[src/rtl/pipe_pkg.sv]
// Shared Y86-64 pipeline definitions: status codes, special icodes and status helpers.
package pipe_pkg;

  localparam int STAT_W  = 3;
  localparam int ICODE_W = 4;

  typedef enum logic [STAT_W-1:0] {
    BUB = 3'd0,
    AOK = 3'd1,
    HLT = 3'd2,
    ADR = 3'd3,
    INS = 3'd4
  } stat_e;

  localparam logic [ICODE_W-1:0] ICODE_NOP  = 4'h1;
  localparam logic [ICODE_W-1:0] ICODE_HALT = 4'h0;

  function automatic logic is_exception(input logic [STAT_W-1:0] stat);
    return (stat != AOK) && (stat != BUB);
  endfunction

  // Undefined codes 5..7 collapse to INS so downstream logic only sees legal values.
  function automatic logic [STAT_W-1:0] norm_stat(input logic [STAT_W-1:0] stat);
    return (stat > INS) ? INS : stat;
  endfunction

endpackage

[src/rtl/pipe_stage_reg.sv]
// One pipeline register: icode, status and opaque payload with stall/bubble/freeze control.
module pipe_stage_reg
  import pipe_pkg::*;
#(
  parameter int PAYLOAD_W = 256
) (
  input  logic                 clk,
  input  logic                 rst_n,
  input  logic                 freeze,
  input  logic                 stall,
  input  logic                 bubble,
  input  logic [ICODE_W-1:0]   d_icode,
  input  logic [STAT_W-1:0]    d_stat,
  input  logic [PAYLOAD_W-1:0] d_payload,
  output logic [ICODE_W-1:0]   q_icode,
  output logic [STAT_W-1:0]    q_stat,
  output logic [PAYLOAD_W-1:0] q_payload
);

  // Freeze and stall both hold; stall outranks bubble when both are requested.
  always_ff @(posedge clk) begin
    if (!rst_n) begin
      q_icode   <= ICODE_NOP;
      q_stat    <= BUB;
      q_payload <= '0;
    end else if (!(freeze || stall)) begin
      if (bubble) begin
        q_icode   <= ICODE_NOP;
        q_stat    <= BUB;
        q_payload <= '0;
      end else begin
        q_icode   <= d_icode;
        q_stat    <= d_stat;
        q_payload <= d_payload;
      end
    end
  end

endmodule

[src/rtl/pipe_reg_chain.sv]
// Chain of Y86-64 pipeline registers (D..W) with exception freeze, retire counter and
// a sticky flag for contradictory stall/bubble requests.
module pipe_reg_chain
  import pipe_pkg::*;
#(
  parameter int STAGES    = 4,
  parameter int PAYLOAD_W = 256,
  parameter int CNT_W     = 32
) (
  input  logic                          clk,
  input  logic                          rst_n,
  input  logic [3:0]                    in_icode,
  input  logic [2:0]                    in_stat,
  input  logic [PAYLOAD_W-1:0]          in_payload,
  input  logic [STAGES-1:0]             stall,
  input  logic [STAGES-1:0]             bubble,
  output logic [4*STAGES-1:0]           stage_icode,
  output logic [3*STAGES-1:0]           stage_stat,
  output logic [PAYLOAD_W*STAGES-1:0]   stage_payload,
  output logic                          halted,
  output logic [2:0]                    exc_stat,
  output logic [CNT_W-1:0]              retire_count,
  output logic                          ctrl_err
);

  localparam int LAST = STAGES - 1;

  for (genvar i = 0; i < STAGES; i++) begin : g_stage
    logic [ICODE_W-1:0]   src_icode;
    logic [STAT_W-1:0]    src_stat;
    logic [PAYLOAD_W-1:0] src_payload;

    if (i == 0) begin : g_src_in
      assign src_icode   = in_icode;
      assign src_stat    = norm_stat(in_stat);
      assign src_payload = in_payload;
    end else begin : g_src_prev
      assign src_icode   = stage_icode[ICODE_W*(i-1) +: ICODE_W];
      assign src_stat    = stage_stat[STAT_W*(i-1) +: STAT_W];
      assign src_payload = stage_payload[PAYLOAD_W*(i-1) +: PAYLOAD_W];
    end

    pipe_stage_reg #(.PAYLOAD_W(PAYLOAD_W)) u_reg (
      .clk       (clk),
      .rst_n     (rst_n),
      .freeze    (halted),
      .stall     (stall[i]),
      .bubble    (bubble[i]),
      .d_icode   (src_icode),
      .d_stat    (src_stat),
      .d_payload (src_payload),
      .q_icode   (stage_icode[ICODE_W*i +: ICODE_W]),
      .q_stat    (stage_stat[STAT_W*i +: STAT_W]),
      .q_payload (stage_payload[PAYLOAD_W*i +: PAYLOAD_W])
    );
  end

  logic [STAT_W-1:0] last_stat;
  logic              retire_en;

  assign last_stat = stage_stat[STAT_W*LAST +: STAT_W];
  // An instruction retires on the edge that moves it out of W; saturate instead of wrapping.
  assign retire_en = !halted && (last_stat == AOK) && !stall[LAST] && (retire_count != '1);

  always_ff @(posedge clk) begin
    if (!rst_n) begin
      halted       <= 1'b0;
      exc_stat     <= BUB;
      retire_count <= '0;
      ctrl_err     <= 1'b0;
    end else begin
      if (!halted && is_exception(last_stat)) begin
        halted   <= 1'b1;
        exc_stat <= last_stat;
      end
      if (retire_en) begin
        retire_count <= retire_count + 1'b1;
      end
      if (|(stall & bubble)) begin
        ctrl_err <= 1'b1;
      end
    end
  end

endmodule

[config.mk]
export PLATFORM = sky130hd
export DESIGN_NAME = pipe_reg_chain
export DESIGN_NICKNAME = d
export VERILOG_FILES = /design/src/rtl/pipe_pkg.sv /design/src/rtl/pipe_stage_reg.sv /design/src/rtl/pipe_reg_chain.sv
export SDC_FILE = /design/constraint.sdc
export NUM_CORES = 2
export LEC_CHECK = 0
export ABC_AREA = 1
export BUFFER_PORTS_ARGS = -buffer_cell sky130_fd_sc_hd__buf_2
export CAP_MARGIN = 0
export CORE_AREA = 8 8 531 533
export DETAILED_ROUTE_END_ITERATION = 10
export DIE_AREA = 0 0 539 541
export GPL_TIMING_DRIVEN = 0
export HOLD_SLACK_MARGIN = 0.05
export SLEW_MARGIN = 20
export SYNTH_ARGS = -nofsm -noshare
export SYNTH_HDL_FRONTEND = slang
export SYNTH_SLANG_ARGS = --single-unit
[constraint.sdc]
create_clock -name clk -period 2.69 [get_ports clk]
set_clock_uncertainty 0.2 [all_clocks]
set_input_delay 0.269 -clock clk [delete_from_list [all_inputs] [get_ports clk]]
set_output_delay 0.269 -clock clk [all_outputs]
set_load 0.005 [all_outputs]
==> flow_summary.ini <==
[outcome]
status = finished clean

[routing]
vias_per_cell = 4.39
via_count = 46100
ant_nets = 0
drc = 0
drtPass1Iterations = 6
wirelength_um = 312000
wl_per_cell_um = 29.8
dr.first_iter.drc_count = 4823

[yosys]
synth_cell_type_count = 27
ys_ff_latch = 1089
syn-num-nets = 5050
synth_area_per_cell_um2 = 8.22
synth_area_um2 = 39200
yosysSeqAreaShare = 0.556
synth_warnings = 0
synthCells = 4776

[global_routing]
antenna_found_initial = 56
gr-total-overflow = 0
grt_max_degree = 14
grt_pass1_wl_um = 405000
grt_usage = 0.201
grt_pass1_vias = 43500

[timing]
drv_slew = 0
relSlewSlack = 0.230
setup_ws_ns = 0.00478
hold_viol = 0
min_period_ns = 2.69
timing.hold.ws_ns = 0.122
setup-violations-final = 0
tightest_slew_ns = 1.15
setup-tns-final_ns = 0
final.period_utilization = 0.998
clock.fmax_mhz = 372

[die]
fp.dieH_um = 541
core_um2 = 273000
ios = 1362
start_util = 0.144
die-area_um2 = 292000
die_width_um = 539
rows = 192

[setup_path]
critPathRequiredTime_ns = 3.19
cp_max_fo = 10
worstPathArrival_ns = 3.19
cp-start-kind = input pin
rrSetupSlack_ns = 0.05
crit_type = input pin to flip-flop
end_kind = flip-flop

[placement]
place_hpwl_um = 258000
dp.cells = 9728
place_ws_ns = -0.955
portBuffers = 1360
place_area_um2 = 50600
gp_congestion = 0.958

[run]
maxCapViolCount = 0

[clock_network]
cts.sinks = 1089
clk_pin_slew_ns = 0.06
cts_buffers = 136
cts-root-buf = clkbuf_16
ctsHtreeMaxLevel = 4
cts_tree = built
cts_buffer_depth = 4
clk_latency_ns = 0.80

[cells_and_area]
drive_gt1_frac = 0.262
final_area_um2 = 60200
syn_to_final_growth_pct = 53.5
stdcell_count = 10500
fill_cells = 30100
fin_nets = 7048
postLayoutCoreUtil = 0.221

[worst_hold_path]
hold_path.class = input pin to flip-flop

[power_and_ir_drop]
total_power_mw = 40.0
power_density_nw_per_um2 = 665
ir_worst_vdd_mv = 0.547
power_leakage_nw = 24.3
[flip-flops by register name, indices dropped and copies added (netlist names)]
| register | flops |
|---|---|
| retire_count | 32 |
| g_stage.u_reg.q_payload | 1024 |
| g_stage.u_reg.q_icode | 16 |
| halted | 1 |
| g_stage.u_reg.q_stat | 12 |
| ctrl_err | 1 |
| exc_stat | 3 |
[layer usage]
layer / GRT usage / vias up / wire, um
met3: 0.101 / 532 / 42900
met1: 0.238 / 22200 / 121000
met2: 0.310 / 2823 / 134000
met4: 0.0817 / 8 / 14400
li1: - / 20500 / -
met5: 0 / - / 53
[report_power, final]
group | total (mW) | switching (mW) | internal, mW
registers | 16.8 | 0.400 | 16.4
clock network | 19.0 | 7.84 | 11.2
logic | 4.20 | 2.83 | 1.37
[layout by cell type, fill, tap and decap left out, types with 46 or more instances in the layout]
cell type / instances
inv_1: 46
buf_4: 73
clkbuf_16: 137
dfxtp_1: 1088
buf_2: 1472
a22oi_1: 260
clkbuf_1: 232
nand3_1: 831
a21oi_1: 812
nor2_1: 351
nand2_1: 896
dlygate4sd3_1: 494
[critical path, stage by stage]
cell	delay (ns)
dlygate4sd3_1	0.56
buf_2	0.16
inv_2	0.44
buf_2	0.52
clkbuf_1	0.78
nand3_1	0.22
a21oi_1	0.16
[cells in the mapped netlist (all sizes together)]
cell type | n | share of area
a21oi | 812 | 0.10
xor2 | 1 | 0.00022
a31oi | 2 | 0.00032
buf | 217 | 0.031
nor3 | 4 | 0.00051
dfxtp | 1089 | 0.56
nand3 | 835 | 0.11
a41oi | 1 | 0.00022
nand3b | 2 | 0.00038
nor2 | 361 | 0.036
nand4 | 8 | 0.0013
nand2 | 898 | 0.086
clkbuf | 224 | 0.021
inv | 53 | 0.0051
a22oi | 260 | 0.050
o21ai | 6 | 0.00077
a211oi | 2 | 0.00038
ha | 1 | 0.00032
[final timing paths]
path              cells after the start                                            to                               startpoint
setup / recovery                      7  g_stage[1].u_reg.q_payload[155]$_SDFFE_PN0N_                                bubble[1]
setup reg to reg                      7                 retire_count[30]$_SDFFE_PN0P_  g_stage[3].u_reg.q_stat[0]$_SDFFE_PN0N_
hold reg to reg                       2                      exc_stat[1]$_SDFFE_PN0P_                 exc_stat[1]$_SDFFE_PN0P_
hold / removal                        4  g_stage[0].u_reg.q_payload[113]$_SDFFE_PN0N_                          in_payload[113]
[what timing repair did]
action | in CTS | in global routing
hold buffers | 494 | 0
endpoints found under the setup margin | 741 | 9
hold endpoints to repair | 274 | 0
buffers inserted | 3 | 0
pin swaps | 1 | 0
gates resized for setup | 18 | 1
[area by class of cell]
cell class	count	area [um^2]	area share
clock buffer	185	3850	0.0639
clock inverter	45	614	0.0102
antenna	40	100	0.00166
buffer	441	2130	0.0354
inverter	53	199	0.00330
timing repair buffer	1860	11900	0.197
sequential	1089	21800	0.362
tap	3589	4490	0.0746
multi-input combinational	3193	15200	0.252
[logic make-up after synthesis]
logic type / count (synthesis) / synth area share
XOR/XNOR: 1 / 0.000223
buffers and inverters: 494 / 0.0579
adder cells (fa/ha/maj): 1 / 0.000319
AO/OA/AOI/OAI: 1083 / 0.155
AND/OR/NAND/NOR: 2108 / 0.231
flip-flops: 1089 / 0.556
Note: power is estimated with default switching activity, not from simulation.
